<file path="src/rtl/piir_pkg.sv">
// piir_pkg: shared definitions for the piir_cascade biquad filter.
//   state_t        - controller states (IDLE, MAC, WB, OUT)
//   IDX_*          - index field of a configuration address
//   sat_max/sat_min - saturation limits of a signed W-bit sample
package piir_pkg;

    typedef enum logic [1:0] {
        IDLE = 2'd0,
        MAC  = 2'd1,
        WB   = 2'd2,
        OUT  = 2'd3
    } state_t;

    localparam logic [3:0] IDX_B0  = 4'd0;
    localparam logic [3:0] IDX_B1  = 4'd1;
    localparam logic [3:0] IDX_B2  = 4'd2;
    localparam logic [3:0] IDX_A1  = 4'd3;
    localparam logic [3:0] IDX_A2  = 4'd4;
    localparam logic [3:0] IDX_X1  = 4'd5;
    localparam logic [3:0] IDX_X2  = 4'd6;
    localparam logic [3:0] IDX_Y1  = 4'd7;
    localparam logic [3:0] IDX_Y2  = 4'd8;
    localparam logic [3:0] IDX_CLR = 4'd15;

    function automatic longint sat_max(input int w);
        return (longint'(1) <<< (w - 1)) - 1;
    endfunction

    function automatic longint sat_min(input int w);
        return -(longint'(1) <<< (w - 1));
    endfunction

endpackage

</file>
<file path="src/rtl/piir_mac_unit.sv">
// piir_mac_unit: single signed W x W multiplier feeding a 2W+3-bit
// accumulator, followed by round-half-up, shift back to Q1.(W-1) and
// saturation.
//   clk, rst    - clock, asynchronous active-high reset (clears acc)
//   en          - accumulate one term this cycle
//   first       - this term starts a section (acc restarts from zero)
//   neg         - subtract the product instead of adding it
//   coef, opnd  - multiplier inputs, signed Q1.(W-1)
//   y, clip     - rounded/saturated result of acc, and "result was clipped"
module piir_mac_unit
    import piir_pkg::*;
#(
    parameter int W = 16
) (
    input  logic                clk,
    input  logic                rst,
    input  logic                en,
    input  logic                first,
    input  logic                neg,
    input  logic signed [W-1:0] coef,
    input  logic signed [W-1:0] opnd,
    output logic signed [W-1:0] y,
    output logic                clip
);

    localparam int AccW = 2 * W + 3;
    localparam logic signed [AccW-1:0] HALF = AccW'(1) << (W - 2);
    localparam logic signed [AccW-1:0] MAXV = AccW'(sat_max(W));
    localparam logic signed [AccW-1:0] MINV = AccW'(sat_min(W));

    logic signed [2*W-1:0]  prod;
    logic signed [AccW-1:0] term_v;
    logic signed [AccW-1:0] acc;
    logic signed [AccW-1:0] rounded;
    logic signed [AccW-1:0] shifted;

    // Operands are sign-extended explicitly so the full 2W-bit product is kept.
    assign prod   = $signed({{W{coef[W-1]}}, coef}) * $signed({{W{opnd[W-1]}}, opnd});
    assign term_v = {{3{prod[2*W-1]}}, prod};

    always_ff @(posedge clk or posedge rst) begin
        if (rst) begin
            acc <= '0;
        end else if (en) begin
            acc <= (first ? '0 : acc) + (neg ? -term_v : term_v);
        end
    end

    assign rounded = acc + HALF;
    assign shifted = rounded >>> (W - 1);

    always_comb begin
        y    = shifted[W-1:0];
        clip = 1'b0;
        if (shifted > MAXV) begin
            y    = MAXV[W-1:0];
            clip = 1'b1;
        end else if (shifted < MINV) begin
            y    = MINV[W-1:0];
            clip = 1'b1;
        end
    end

endmodule

</file>
<file path="src/rtl/piir_cascade.sv">
// piir_cascade: NSEC cascaded direct-form-I biquads sharing one MAC unit.
// Each section takes 5 MAC cycles and 1 write-back cycle, so a result
// appears 6*NSEC cycles after the sample is accepted.
//   Clk1, Rst            - clock, asynchronous active-high reset
//   in_valid/in_ready    - sample input handshake, in_data = x(n)
//   out_valid/out_ready  - result handshake, out_data = y(n) of last section
//   cfg_we/cfg_ready     - config write, cfg_addr = {section, index}
//   ovf                  - sticky saturation flag
// Handshakes: a transfer happens on a rising edge where valid and ready are
// both high. in_ready and cfg_ready are high only in IDLE; out_valid and
// out_data stay stable until out_ready is seen. Config writes offered while
// cfg_ready is low are dropped.
module piir_cascade
    import piir_pkg::*;
#(
    parameter  int W    = 16,
    parameter  int NSEC = 2,
    localparam int AW   = $clog2(NSEC) + 4
) (
    input  logic          Clk1,
    input  logic          Rst,
    input  logic          in_valid,
    output logic          in_ready,
    input  logic [W-1:0]  in_data,
    output logic          out_valid,
    input  logic          out_ready,
    output logic [W-1:0]  out_data,
    input  logic          cfg_we,
    output logic          cfg_ready,
    input  logic [AW-1:0] cfg_addr,
    input  logic [W-1:0]  cfg_data,
    output logic          ovf
);

    localparam int SW = (NSEC > 1) ? $clog2(NSEC) : 1;

    state_t          state;
    logic [SW-1:0]   sec;
    logic [2:0]      term;
    logic signed [W-1:0] x0;
    logic signed [W-1:0] b0 [NSEC];
    logic signed [W-1:0] b1 [NSEC];
    logic signed [W-1:0] b2 [NSEC];
    logic signed [W-1:0] a1 [NSEC];
    logic signed [W-1:0] a2 [NSEC];
    logic signed [W-1:0] x1 [NSEC];
    logic signed [W-1:0] x2 [NSEC];
    logic signed [W-1:0] y1 [NSEC];
    logic signed [W-1:0] y2 [NSEC];

    logic [3:0]      cfg_idx;
    logic [AW-1:0]   cfg_sec_full;
    logic [SW-1:0]   cfg_sec;
    logic            cfg_hit;

    logic signed [W-1:0] mac_coef;
    logic signed [W-1:0] mac_opnd;
    logic                mac_neg;
    logic signed [W-1:0] mac_y;
    logic                mac_clip;

    assign in_ready  = (state == IDLE);
    assign cfg_ready = (state == IDLE);

    // The section field is taken by shifting so NSEC=1 (empty field) works.
    assign cfg_idx      = cfg_addr[3:0];
    assign cfg_sec_full = cfg_addr >> 4;
    assign cfg_sec      = cfg_sec_full[SW-1:0];
    assign cfg_hit      = cfg_we && cfg_ready && (cfg_sec_full < AW'(NSEC));

    // Term order b0x0, b1x1, b2x2, -a1y1, -a2y2.
    always_comb begin
        mac_coef = '0;
        mac_opnd = '0;
        mac_neg  = 1'b0;
        case (term)
            3'd0: begin mac_coef = b0[sec]; mac_opnd = x0;      end
            3'd1: begin mac_coef = b1[sec]; mac_opnd = x1[sec]; end
            3'd2: begin mac_coef = b2[sec]; mac_opnd = x2[sec]; end
            3'd3: begin mac_coef = a1[sec]; mac_opnd = y1[sec]; mac_neg = 1'b1; end
            3'd4: begin mac_coef = a2[sec]; mac_opnd = y2[sec]; mac_neg = 1'b1; end
            default: ;
        endcase
    end

    piir_mac_unit #(.W(W)) u_mac (
        .clk   (Clk1),
        .rst   (Rst),
        .en    (state == MAC),
        .first (term == 3'd0),
        .neg   (mac_neg),
        .coef  (mac_coef),
        .opnd  (mac_opnd),
        .y     (mac_y),
        .clip  (mac_clip)
    );

    always_ff @(posedge Clk1 or posedge Rst) begin
        if (Rst) begin
            state     <= IDLE;
            sec       <= '0;
            term      <= '0;
            x0        <= '0;
            out_valid <= 1'b0;
            out_data  <= '0;
            ovf       <= 1'b0;
            for (int i = 0; i < NSEC; i++) begin
                b0[i] <= '0; b1[i] <= '0; b2[i] <= '0; a1[i] <= '0; a2[i] <= '0;
                x1[i] <= '0; x2[i] <= '0; y1[i] <= '0; y2[i] <= '0;
            end
        end else begin
            // Config is applied on the same edge a sample may be accepted,
            // so that sample already computes with the new value.
            if (cfg_hit) begin
                case (cfg_idx)
                    IDX_B0: b0[cfg_sec] <= cfg_data;
                    IDX_B1: b1[cfg_sec] <= cfg_data;
                    IDX_B2: b2[cfg_sec] <= cfg_data;
                    IDX_A1: a1[cfg_sec] <= cfg_data;
                    IDX_A2: a2[cfg_sec] <= cfg_data;
                    IDX_X1: x1[cfg_sec] <= cfg_data;
                    IDX_X2: x2[cfg_sec] <= cfg_data;
                    IDX_Y1: y1[cfg_sec] <= cfg_data;
                    IDX_Y2: y2[cfg_sec] <= cfg_data;
                    IDX_CLR: begin
                        ovf <= 1'b0;
                        for (int i = 0; i < NSEC; i++) begin
                            x1[i] <= '0; x2[i] <= '0; y1[i] <= '0; y2[i] <= '0;
                        end
                    end
                    default: ;
                endcase
            end

            case (state)
                IDLE: begin
                    if (in_valid) begin
                        x0    <= in_data;
                        sec   <= '0;
                        term  <= '0;
                        state <= MAC;
                    end
                end
                MAC: begin
                    term <= term + 3'd1;
                    if (term == 3'd4) begin
                        state <= WB;
                    end
                end
                WB: begin
                    x2[sec] <= x1[sec];
                    x1[sec] <= x0;
                    y2[sec] <= y1[sec];
                    y1[sec] <= mac_y;
                    x0      <= mac_y;
                    term    <= '0;
                    if (mac_clip) begin
                        ovf <= 1'b1;
                    end
                    if (sec == SW'(NSEC - 1)) begin
                        out_data  <= mac_y;
                        out_valid <= 1'b1;
                        state     <= OUT;
                    end else begin
                        sec   <= sec + 1'b1;
                        state <= MAC;
                    end
                end
                OUT: begin
                    if (out_ready) begin
                        out_valid <= 1'b0;
                        state     <= IDLE;
                    end
                end
                default: state <= IDLE;
            endcase
        end
    end

endmodule

</file>
<file path="config.mk">
export PLATFORM = sky130hd
export DESIGN_NAME = piir_cascade
export DESIGN_NICKNAME = d
export VERILOG_FILES = /design/src/rtl/piir_pkg.sv /design/src/rtl/piir_mac_unit.sv /design/src/rtl/piir_cascade.sv
export SDC_FILE = /design/constraint.sdc
export NUM_CORES = 2
export LEC_CHECK = 0
export ABC_CLOCK_PERIOD_IN_PS = 14820
export BUFFER_PORTS_ARGS = -buffer_cell sky130_fd_sc_hd__buf_4
export CAP_MARGIN = 20
export CORE_ASPECT_RATIO = 1.4
export CORE_MARGIN = 3
export CORE_UTILIZATION = 35
export DETAILED_ROUTE_END_ITERATION = 10
export GPL_TIMING_DRIVEN = 0
export PLACE_DENSITY = 0.6
export SYNTH_ARGS = -nofsm -noshare
export SYNTH_HDL_FRONTEND = slang
export SYNTH_SLANG_ARGS = --single-unit
</file>
<file path="constraint.sdc">
create_clock -name Clk1 -period 14.82 [get_ports Clk1]
set_input_delay 0.741 -clock Clk1 [delete_from_list [all_inputs] [get_ports Clk1]]
set_output_delay 0.741 -clock Clk1 [all_outputs]
set_load 0.01 [all_outputs]
</file>
==> metrics.csv <==
stage;metric;value;unit
status;status;completed;
critical_path;crit_buf_inv;11;
logic_synthesis;ys_warn_count;0;
logic_synthesis;yosysTopAreaCell;dfrtp_1;
placed_design;dp_hpwl;88330;um
sta;min_period;13830;ps
logic_synthesis;ys_async_sr_fraction;100.0;%
logic_synthesis;synth.top_cells.by_area;dfrtp_1, fa_1, o21ai_0;
route;viasPerCell;5.576;
critical_path;crit_arrival;14270;ps
route;wl_met3;6762;um
global_routing;grt_max_degree;118;
route;antenna_left;0;
critical_path;r2r_slack;990;ps
route;first_pass_iters;7;
critical_path;cpMaxStageDelayCell;buf_1;
placed_design;io_buffers;42;
route;num_vias;26680;
critical_path;crit_required;15260;ps
critical_path;reg2reg_depth;42;
global_routing;grt.overflow.total;0;
sta;rsz0062_at_grt;false;
route;wl_per_cell;23.26;um
logic_synthesis;synth_ff_type;dfrtp_1;
floorplan;core_area;87440;sq um
route;dr_wl_met2;55150;um
sta;clock_skew;32.32;ps
critical_path;critical_path.top_delay_family;compound AO/OA/AOI/OAI gates;
clock_network;post_cts_resized;0;
logic_synthesis;avgSynthCellArea;8.907;sq um
logic_synthesis;syn_nets;3910;
final_layout;regArea;9084;sq um
clock_network;cts_root_buf;clkbuf_16;
flow_run;maxCapViolations;0;
final_layout;instances_no_fill;4784;
placed_design;placedCellCount;4708;
sta;worst_pin_slew;1225;ps
sta;fmax;72.32;MHz
floorplan;initial_utilization;35.47;%
clock_network;clk_latency;590;ps
sta;fin_crit_sh;93.30;%
sta;max_slew_margin;18.37;%
final_layout;area_growth;11.07;%
final_layout;multiInputGateArea;19780;sq um
critical_path;worst_r2r_startpoint;sec;
logic_synthesis;ys_types;81;
global_routing;grt_pass1_vias;27270;
critical_path;rr_endpoint;u_mac.acc[33];
floorplan;die_h;358.2;um
logic_synthesis;synth-seq-cells;363;
global_routing;antenna_found_initial;2;
final_layout;drive_gt1_share;8.832;%
floorplan;dieArea;92270;sq um
critical_path;endpoint_kind;flop;
route;drc;0;
global_routing;grt_pass1_wl;169200;um
sta;hold_ws;279.5;ps
critical_path;cpPeakStageDelay;950;ps
route;wirelength;111300;um
sta;hold_viol;0;
critical_path;critPathMaxFanout;10;
critical_path;worstSetupStartpointType;flop;
clock_network;clockBufferDepth;3;
clock_network;clkSinkCount;363;
logic_synthesis;synthTopCellsByCount;nand2_1, dfrtp_1, inv_1, o21ai_0, nor2_1;
route;top_layer;met4;
logic_synthesis;syn_inst;3482;
floorplan;die-width;257.6;um
placed_design;routabilityCongestion;0.9873;
route;met1_length;39360;um
hold_path;hold_path.class;input pin to async pin;
final_layout;finalNetCount;4009;
logic_synthesis;yosysMostFrequentCell;nand2_1;
sta;finalSetupViolCount;0;
logic_synthesis;yosysTopAreaCellShare;29.29;%
sta;tns;0;ps
clock_network;cts_made_buffers;39;
critical_path;critPathKind;flop to flop;
logic_synthesis;syn_area;31010;sq um
clock_network;cts_tree;built;
floorplan;rows;128;
clock_network;path_clk_slew;60;ps
clock_network;post_cts.repair.setup_buffers;0;
logic_synthesis;ys_seq_area_share;29.29;%
floorplan;io-pin-count;62;
clock_network;cts_htree_levels;2;
global_routing;grtUsageTotal;24.21;%
logic_synthesis;synth_edf_count;0;
sta;slew_viol_final;0;
clock_network;hold_buffers;0;
final_layout;fillers;9025;
critical_path;crit_top_cell;fa_1;
route;detail_route.iter0.violations;2501;
-- cell usage in the layout (no fill, tap or decap), drive strengths merged, types with 99 or more instances in the layout --
cell and count:
ha 122, buf 99, a21oi 186, mux2 120, clkbuf 222, dfrtp 363, inv 361, nand2 392
fa 264, o21ai 325, nor2 309
-- worst max path at each step --
stage	from	to	slack [ps]	cells past startpoint
2_1_floorplan	Rst	a1[0]	4000	1
4_1_cts	sec	u_mac.acc[33]	1210	42
6_report	sec	u_mac.acc[33]	990	42
3_5_place_dp	sec	u_mac.acc[33]	1270	42
3_3_place_gp	Rst	b1[24]	-990	2
5_1_grt	sec	u_mac.acc[33]	580	42
-- through the flow --
step           setup WS [ps]  utilization, %  instance area (sq um)
2_1_floorplan           4004               -                  31010
3_5_place_dp            1267           37.76                  33020
6_report               992.5           39.39                  34450
5_1_grt                578.4           39.39                  34440
3_3_place_gp          -989.1           37.50                  32790
4_1_cts                 1207           39.37                  34430
-- final cells by class --
cell class | instances | share of cell area [%]
diodes | 2 | 0.01453
plain buffers | 210 | 2.390
clock buffers | 53 | 3.251
clock inverters | 19 | 0.8463
inverters | 362 | 3.966
multi-input cells | 2547 | 57.42
flip-flops and latches | 363 | 26.37
well taps | 1170 | 4.250
repair buffers | 58 | 1.496
-- layer usage --
metal	global-route usage, %	vias to the layer above
met5	0	-
met4	18.34	0
li1	-	11990
met1	26.78	13100
met3	2.903	404
met2	42.65	1187
-- flip-flops by register name, indices dropped and copies added, names as in the netlist --
signal,cells
ovf,1
x1,32
y1,32
b1,32
a2,32
u_mac.acc,35
term,3
x2,32
sec,1
b2,32
out_valid,1
b0,32
x0,16
y2,32
a1,32
state,2
out_data,16
-- cells by family after synthesis --
| group | count (synthesis) | share of synthesized area, % |
|---|---|---|
| buffers and inverters | 572 | 7.036 |
| DFF | 363 | 29.29 |
| muxes | 208 | 7.197 |
| adders and majority gates | 386 | 21.96 |
| and+or+nand+nor | 1001 | 14.56 |
| AOI/OAI and AO/OA | 839 | 16.77 |
| xor gates and xnor gates | 113 | 3.191 |
Power is left out: the tool's default activity adds up to more than one toggle a clock period on the data nets, which glitch-free logic cannot reach.
